File: config.mk
export PLATFORM = sky130hd
export DESIGN_NAME = lsu_ctrl
export DESIGN_NICKNAME = d
export VERILOG_FILES = /design/src/rtl/lsu_pkg.sv /design/src/rtl/lsu_align.sv /design/src/rtl/lsu_ctrl.sv
export SDC_FILE = /design/constraint.sdc
export NUM_CORES = 1
export LEC_CHECK = 0
export ABC_AREA = 0
export BUFFER_PORTS_ARGS = -buffer_cell sky130_fd_sc_hd__buf_2
export CAP_MARGIN = 20
export CORE_MARGIN = 3
export CORE_UTILIZATION = 50
export DETAILED_ROUTE_END_ITERATION = 16
export HOLD_SLACK_MARGIN = 0.06
export PLACE_DENSITY = 0.79
export SETUP_SLACK_MARGIN = 0.1
export SLEW_MARGIN = 20
export SYNTH_ARGS = -nofsm -noshare
export SYNTH_HDL_FRONTEND = slang
export SYNTH_SLANG_ARGS = --single-unit
File: constraint.sdc
create_clock -name clk -period 3.12 [get_ports clk]
set_input_delay 0.78 -clock clk [delete_from_list [all_inputs] [get_ports clk]]
set_output_delay 0.78 -clock clk [all_outputs]
set_load 0.05 [all_outputs]
File: src/rtl/lsu_pkg.sv
// Shared FSM encoding, funct3 codes and decode helper for the load/store unit.
package lsu_pkg;

   typedef enum logic [1:0] {
      StIdle  = 2'd0,
      StRead  = 2'd1,
      StWrite = 2'd2,
      StResp  = 2'd3
   } lsu_state_e;

   // RV32I load/store size codes (stores only use the first three)
   localparam logic [2:0] F3Byte  = 3'b000;
   localparam logic [2:0] F3Half  = 3'b001;
   localparam logic [2:0] F3Word  = 3'b010;
   localparam logic [2:0] F3ByteU = 3'b100;
   localparam logic [2:0] F3HalfU = 3'b101;

   // True when funct3 names a legal access of the given direction
   function automatic logic funct3_legal(input logic we, input logic [2:0] f3);
      logic ok;
      ok = (f3 == F3Byte) || (f3 == F3Half) || (f3 == F3Word);
      if (!we) begin
         ok = ok || (f3 == F3ByteU) || (f3 == F3HalfU);
      end
      return ok;
   endfunction

endpackage

File: src/rtl/lsu_align.sv
// Byte-lane handling: merges store data into a RAM word and extracts/extends load data.
module lsu_align
   import lsu_pkg::*;
(
   input  logic [2:0]  funct3_i,
   input  logic [1:0]  byte_off_i,
   input  logic [31:0] word_i,
   input  logic [31:0] wdata_i,
   output logic [31:0] merged_o,
   output logic [31:0] loaded_o
);

   logic [4:0]  byte_sh;
   logic [4:0]  half_sh;
   logic [31:0] shifted;

   assign byte_sh = {byte_off_i, 3'b000};
   assign half_sh = {byte_off_i[1], 4'b0000};
   assign shifted = word_i >> byte_sh;

   // Store merge: replace only the addressed lanes of the old word
   always_comb begin
      merged_o = word_i;
      case (funct3_i)
         F3Byte:  merged_o[byte_sh +: 8]  = wdata_i[7:0];
         F3Half:  merged_o[half_sh +: 16] = wdata_i[15:0];
         F3Word:  merged_o                = wdata_i;
         default: merged_o                = word_i;
      endcase
   end

   // Load extract: lane shifted down to bit 0, then sign or zero extended
   always_comb begin
      loaded_o = 32'd0;
      case (funct3_i)
         F3Byte:  loaded_o = {{24{shifted[7]}}, shifted[7:0]};
         F3Half:  loaded_o = {{16{shifted[15]}}, shifted[15:0]};
         F3Word:  loaded_o = word_i;
         F3ByteU: loaded_o = {24'd0, shifted[7:0]};
         F3HalfU: loaded_o = {16'd0, shifted[15:0]};
         default: loaded_o = 32'd0;
      endcase
   end

endmodule

File: src/rtl/lsu_ctrl.sv
// Load/store unit controller: one request at a time against a single-port word RAM.
// Sub-word stores are done as read-modify-write.
module lsu_ctrl
   import lsu_pkg::*;
#(
   parameter int unsigned ADDR_W = 11
) (
   input  logic              clk,
   input  logic              rst,
   input  logic              req_valid,
   output logic              req_ready,
   input  logic              req_we,
   input  logic [2:0]        req_funct3,
   input  logic [31:0]       req_addr,
   input  logic [31:0]       req_wdata,
   output logic              resp_valid,
   input  logic              resp_ready,
   output logic [31:0]       resp_rdata,
   output logic              resp_err,
   output logic              ram_we,
   output logic [ADDR_W-1:0] ram_address,
   output logic [31:0]       ram_write_data,
   input  logic [31:0]       ram_read_data
);

   lsu_state_e state_q, state_d;

   logic              we_q;
   logic [2:0]        funct3_q;
   logic [ADDR_W+1:0] addr_q;
   logic [31:0]       wdata_q;
   logic              err_q;
   logic [31:0]       word_q;

   logic accept;
   logic misaligned;
   logic out_of_range;
   logic req_err;

   logic [31:0] merged;
   logic [31:0] loaded;

   assign accept = req_valid && (state_q == StIdle);

   // Request error decode, evaluated on the live request at accept time
   always_comb begin
      case (req_funct3[1:0])
         2'b01:   misaligned = req_addr[0];
         2'b10:   misaligned = |req_addr[1:0];
         default: misaligned = 1'b0;
      endcase
      out_of_range = (req_addr >> (ADDR_W + 2)) != 32'd0;
      req_err      = misaligned || out_of_range || !funct3_legal(req_we, req_funct3);
   end

   // State register
   always_ff @(posedge clk) begin
      if (rst) begin
         state_q <= StIdle;
      end else begin
         state_q <= state_d;
      end
   end

   // Next-state logic
   always_comb begin
      state_d = state_q;
      case (state_q)
         StIdle: begin
            if (accept) begin
               if (req_err) begin
                  state_d = StResp;
               end else if (req_we && (req_funct3 == F3Word)) begin
                  state_d = StWrite;
               end else begin
                  // loads, and SB/SH which need the old word first
                  state_d = StRead;
               end
            end
         end
         StRead:  state_d = we_q ? StWrite : StResp;
         StWrite: state_d = StResp;
         StResp:  state_d = resp_ready ? StIdle : StResp;
         default: state_d = StIdle;
      endcase
   end

   // Captured request and RAM word
   always_ff @(posedge clk) begin
      if (rst) begin
         we_q     <= 1'b0;
         funct3_q <= 3'd0;
         addr_q   <= '0;
         wdata_q  <= 32'd0;
         err_q    <= 1'b0;
         word_q   <= 32'd0;
      end else begin
         if (accept) begin
            we_q     <= req_we;
            funct3_q <= req_funct3;
            addr_q   <= req_addr[ADDR_W+1:0];
            wdata_q  <= req_wdata;
            err_q    <= req_err;
         end
         if (state_q == StRead) begin
            word_q <= ram_read_data;
         end
      end
   end

   lsu_align u_align (
      .funct3_i   (funct3_q),
      .byte_off_i (addr_q[1:0]),
      .word_i     (word_q),
      .wdata_i    (wdata_q),
      .merged_o   (merged),
      .loaded_o   (loaded)
   );

   // Outputs decoded from state; write is suppressed in a reset cycle
   always_comb begin
      req_ready      = (state_q == StIdle);
      resp_valid     = (state_q == StResp);
      resp_err       = (state_q == StResp) && err_q;
      resp_rdata     = ((state_q == StResp) && !err_q && !we_q) ? loaded : 32'd0;
      ram_we         = (state_q == StWrite) && !rst;
      ram_address    = addr_q[ADDR_W+1:2];
      ram_write_data = merged;
   end

endmodule
Yosys cells after proc, flatten, opt, wreduce, memory -nomap -nowiden

Cells that the tools add are included.

Register bits after elaboration: 84
Word-level logic and storage cells: 62
Input port bits: 104

Shift-type cells: 5
Reduce and logical (&&, ||, !) cells: 21
Muxes and demuxes: 13
Add/subtract/negate cells: 2
Equality and inequality tests: 14

Operator list:

| cell                                                  | count |
|---|---|
| one-hot mux 32 bit (5 select lines)                   | 1 |
| one-hot mux 32 bit (3 select lines)                   | 1 |
| bitwise mux 32 bit                                    | 2 |
| 2-to-1 mux 32 bit                                     | 1 |
| nonzero test 32 bit                                   | 1 |
| variable shift 16 x 7 -> 32 bit, first input constant | 1 |
| variable shift 8 x 7 -> 32 bit, first input constant  | 1 |
| indexed part select 16 x 7 -> 32 bit                  | 1 |
| indexed part select 8 x 7 -> 32 bit                   | 1 |
| >> shifter 32 x 5 -> 16 bit                           | 1 |
| negator 5 -> 7 bit                                    | 2 |
| == test 3 bit, second input constant                  | 4 |
| 2-to-1 mux 2 bit                                      | 4 |
| one-hot mux 2 bit (4 select lines)                    | 1 |
| == test 2 bit, second input constant                  | 3 |
| == test 3 x 1 -> 1 bit, second input constant         | 2 |
| == test 3 x 2 -> 1 bit, second input constant         | 2 |
| logical AND 1 bit                                     | 6 |
| logical NOT 3 bit                                     | 2 |
| logical OR 1 bit                                      | 6 |
| == test 2 x 1 -> 1 bit, second input constant         | 2 |
| logical NOT 1 bit                                     | 4 |
| logical NOT 2 bit                                     | 1 |
| 2-to-1 mux 1 bit                                      | 2 |
| 3 further kinds                                       | 3 |

Logic depth before layout (Yosys ltp)

Depth in word-level cells: 11
Mapped depth: 8
Depth with buffers taken out: 6

Modules after synthesis

From an unflattened synthesis, not the netlist that was laid out.

Cell total of the unflattened synthesis: 694
Area, all modules: 5336.4 um^2

By module, submodules not included:

| module    | cells each | area an instance (um^2) | seq. area each (um^2) | times used |
|---|---|---|---|---|
| lsu_ctrl  | 440        | 3409.5                  | 1681.6                | 1 |
| lsu_align | 254        | 1926.8                  | 0.0                   | 1 |

Least setup slack after synthesis

Ideal clock, no wire load.

Path kind: reg-to-output
From: register addr_q[0]
To: output ram_write_data[24]
Path buffers: 1
Cell stages (with the launch flop): 7
Arrival: 2.633 ns
Required time: 2.340 ns
Setup slack: -0.293 ns
Cell sequence: dfxtp_1 -> buf_4 -> inv_1 -> ha_1 -> nor4_4 -> a21oi_1 -> o21ai_0

Cells in the longest elaborated chain, start to end: 4

Ends and longest elaborated chain:

| what                                                                                  | RTL line        | RTL |
|---|---|---|
| start, declared                                                                       | lsu_ctrl.sv:30  | `logic [ADDR_W+1:0] addr_q;` |
| start signal, assigned                                                                | lsu_ctrl.sv:101 | `addr_q <= req_addr[ADDR_W+1:0];` |
| negator 5 -> 7 bit *                                                                  | lsu_align.sv:25 | `F3Byte: merged_o[byte_sh +: 8] = wdata_i[7:0];` |
| indexed part select 8 x 7 -> 32 bit or variable shift 8 x 7 -> 32 bit (tied branches) | lsu_align.sv:25 |  |
| bitwise mux 32 bit *                                                                  | lsu_align.sv:25 |  |
| one-hot mux 32 bit (3 select lines) *                                                 | lsu_align.sv:24 | `case (funct3_i)` |
| end, declared                                                                         | lsu_ctrl.sv:22  | `output logic [31:0] ram_write_data,` |

Mark *: on every way between the ends. The rest lies on a longest branch, timed or not.

Worst setup path after layout

From: register addr_q[1]
To: output ram_write_data[10]

Cells in the longest elaborated chain, start to end: 4

Ends and longest elaborated chain:

| what                                                         | RTL line                         | RTL |
|---|---|---|
| negator 5 -> 7 bit, on equally long branches                 | lsu_align.sv:26, lsu_align.sv:25 |  |
| indexed part select 16 x 7 -> 32 bit (tied with other cells) | lsu_align.sv:26                  | `F3Half: merged_o[half_sh +: 16] = wdata_i[15:0];` |
| bitwise mux 32 bit, on equally long branches                 | lsu_align.sv:26, lsu_align.sv:25 |  |
| one-hot mux 32 bit (3 select lines) *                        | lsu_align.sv:24                  |  |

Marked as above.

==> results.md <==
- The number of antenna diodes in the final layout is 0.
- The worst setup path is launched from a flop.
- After synthesis, the netlist uses 51 different library cells.
- The Yosys step of the flow raised 0 warnings.
- The cell area that synthesis handed to floorplanning was 0.004792 mm2.
- The register area share after synthesis is 35.09%.
- When the netlist entered floorplanning its net count stood at 733.
- Row generation in the floorplan step produced 35 rows.
- The minimum period implied by the final worst setup slack is 2.985 ns.
- The critical path goes through buf_6 > inv_8 > ha_4 > nor4_2 > or3_4 > a222oi_1 > inv_1 > buf_6.
- STA classifies the critical path endpoint as an output port.
- The final route contains 5,371 vias.
- After detailed routing, the number of vias per cell comes to 5.870.
- Based on the critical path, the design can be clocked at up to 0.3350 GHz.
- Each instance of the synthesized netlist takes up on average 7.717 um2.
- The synthesized design contains 0 enable-type register cells.
- The count of final hold-check violations is 0.
- Routability-driven placement finished with a final weighted congestion of 0.9579.
- The most used flip-flop cell after synthesis is sky130_fd_sc_hd__dfxtp_1.
- The die covers 0.01080 mm2.
- The synthesis-stage register bit count is 84.
- The worst-path maximum fanout is 7.
- For this design, the slowest cell found on the critical path is sky130_fd_sc_hd__a222oi_1.
- For this run, the total global-route usage over all layers was measured as 31.21%.
- The arrival time at the worst endpoint is 2.21 ns.
- Summed over its instances, the top area cell type makes up 35.09% of the synthesized netlist area.
- The final core area utilization is 67.55%.
- The maximum clock path buffer count is 2.
- The initial standard-cell utilization of the core is 51.62%.
- The critical path in this run is classified as reg2out.
- The flow ran to the end, and the final reports show no timing, DRC or antenna violations.
- The TritonCTS sink count is 84.
- For this block, the initial DRC count from the detailed router was 540.
- The required arrival time at the worst endpoint is 2.34 ns.
- Headroom to the max-slew limit came out at 44.04%.
- The first detailed-routing pass ran for 9 iterations.
- In the final routed layout, each cell accounts on average for 19.05 um.
- The total of endpoints with negative setup slack in the final report is 0.
- The number of antenna violations at the first check in global routing is 0.
- For this run the aggregate overflow at the end of global routing stands at 0.
- The final-stage net count is 893.
- The cell type with the highest occurrence count on the critical path is sky130_fd_sc_hd__buf_6.
- The total DRC errors in the routed layout is 0.
- The number of primary I/O pins is 183.
- The root buffer cell chosen for the clock tree is sky130_fd_sc_hd__clkbuf_8.
- By area the synthesized netlist is led by sky130_fd_sc_hd__dfxtp_1, sky130_fd_sc_hd__nand2_1, sky130_fd_sc_hd__a21oi_1, sky130_fd_sc_hd__a222oi_1, sky130_fd_sc_hd__mux4_2.
- The number of instances in the placed design is 889.
- The final-report max-slew violation count is 0.
- The detailed-route wire length is 17,430 um.
- The die is 103.9 um wide.
- The deepest level of the CTS H-tree is 3.
- In the final layout, the share of cells above drive strength 1 is 35.88%.
- In the layout the commonest cells are sky130_fd_sc_hd__nand2_1, sky130_fd_sc_hd__buf_2, sky130_fd_sc_hd__a21oi_1.
- The die outline height is 103.9 um.
- Setup repair after global routing could not meet its margin everywhere.
- The sum of buffers and inverters on the critical path is 4.
- The number of max-capacitance violations reported is 0.
- The overall power consumption is 2.937 mW.
- In this run the standard cell core region covers 0.009284 mm2.
- The area growth from synthesis to layout is 30.86%.
- The wire length of the first global-routing pass is 26,990 um.
- Leaving out filler cells and counting taps, the final layout contains 915.
- The count of nets left with antenna violations once routing finished came out at 0.
- The actual transition at the worst max-transition pin is 0.8395 ns.
- The worst clock skew is 0.01048 ns.
- In this run the tool buffered the top-level ports with 182 buffer cells.
- The worst-case vdd ir drop is 0.3096 mV.
- The number of global-route vias before repair is 5,069.
- Clock-pin slew was measured on the worst setup and hold paths at 0.10 ns.
- The wire-length estimate of the detail-placed layout is 12,840 um.
- The async set-reset flop share out of synthesis is 0%.
- The total negative setup slack is 0 ns.
- The synthesized netlist cell count is 621.
- The clock reaches the later pin of the worst-skew pair after 0.36 ns.
- The largest area contributor in the netlist is sky130_fd_sc_hd__dfxtp_1.
- The stage delay of the slowest cell on the critical path is 0.42 ns.
- The clock tree from TritonCTS is done.
- The share of the clock period used by the worst path is 95.68%.
- In this run the power density over the cells is 468.4 mW/mm2.
- The largest net degree at the start of global routing is 85.
- The clock buffer count from CTS is 9.
- Among cell families on the critical path, the largest total delay comes from buffers and inverters.
- The leading cell type in the layout, fill and taps excluded is sky130_fd_sc_hd__nand2_1.
- The path class of the tightest hold or removal check is reg2reg.
- The leakage power summed over all cells is 2.795 nW.
what timing repair did:
action | in CTS | in global routing
cloned | 0 | 0
pin swaps | 5 | 10
hold buffers | 0 | 0
buffers inserted | 3 | 7
resized for setup | 35 | 38
setup endpoints to repair | 56 | 47
per-stage QoR:
step	hold slack (ns)	setup WS [ns]	instance area [um2]
5_1_grt	0.4790	0.07878	6271
6_report	0.4595	0.1349	6271
4_1_cts	0.4584	0.09351	6100
3_5_place_dp	0.4440	0.2110	5738
2_1_floorplan	0.4359	0.1888	4852
3_3_place_gp	0.4389	0.2016	5738
power breakdown:
part	switching, mW	leakage, nW	internal [mW]
registers	0.117	0.689	1.14
clock network	0.463	0.107	0.394
logic	0.533	2.00	0.287
worst paths after layout:
path	from	to	slack, ns	depth (start not counted)
worst min register to register	addr_q[6]	addr_q[6]	0.46	2
worst min-delay path	addr_q[6]	addr_q[6]	0.46	2
worst max-delay path	addr_q[1]	ram_write_data[10]	0.13	8
worst max register to register	state_q[0]	funct3_q[0]	1.46	5
worst reg2reg max path, cell delays in order (launching register included):
cell and delay (ns):
sky130_fd_sc_hd__dfxtp_1 0.39, sky130_fd_sc_hd__nor2_1 0.23, sky130_fd_sc_hd__and2_2 0.27, sky130_fd_sc_hd__buf_4 0.40
sky130_fd_sc_hd__nand2_1 0.14, sky130_fd_sc_hd__a21oi_1 0.13
area by class of cell:
cell class | instances | area [um2]
repair buffers | 208 | 1211
well taps | 129 | 161.4
fillers | 802 | 3013
inverters | 15 | 63.81
clock buffers | 9 | 123.9
flip-flops and latches | 84 | 1697
clock inverters | 7 | 93.84
multi-input cells | 463 | 2920
cell usage after synthesis, types with 13 or more instances:
library cell	count
sky130_fd_sc_hd__buf_4	13
sky130_fd_sc_hd__clkbuf_1	26
sky130_fd_sc_hd__a21oi_1	104
sky130_fd_sc_hd__nor2b_1	17
sky130_fd_sc_hd__nand2_1	172
sky130_fd_sc_hd__inv_1	15
sky130_fd_sc_hd__dfxtp_1	84
sky130_fd_sc_hd__buf_2	13
sky130_fd_sc_hd__o21ai_0	15
sky130_fd_sc_hd__a222oi_1	31
sky130_fd_sc_hd__a21o_1	19
sky130_fd_sc_hd__nor2_1	17
sequential cells by signal (all words and copies together) (netlist names):
| signal | count |
|---|---|
| addr_q | 13 |
| err_q | 1 |
| funct3_q | 3 |
| state_q | 2 |
| wdata_q | 32 |
| we_q | 1 |
| word_q | 32 |
cells by family (layout without fill, tap and decap cells):
logic type	Yosys count	after routing	share of synthesized area, %
compound gates	203	203	27.94
fa+ha+maj	8	8	2.089
simple gates	241	241	22.69
mux	11	11	4.412
flops	84	84	35.09
buf+inv	74	239	7.780
routing by layer:
| metal | routed length (um) | global-route usage [%] | vias to the layer above |
|---|---|---|---|
| li1 | - | - | 2529 |
| met1 | 6989 | 41.13 | 2527 |
| met2 | 8475 | 51.86 | 279 |
| met3 | 1629 | 6.456 | 36 |
| met4 | 333 | 8.927 | 0 |
| met5 | 0 | 0 | - |
(Power assumes the default switching activity.)
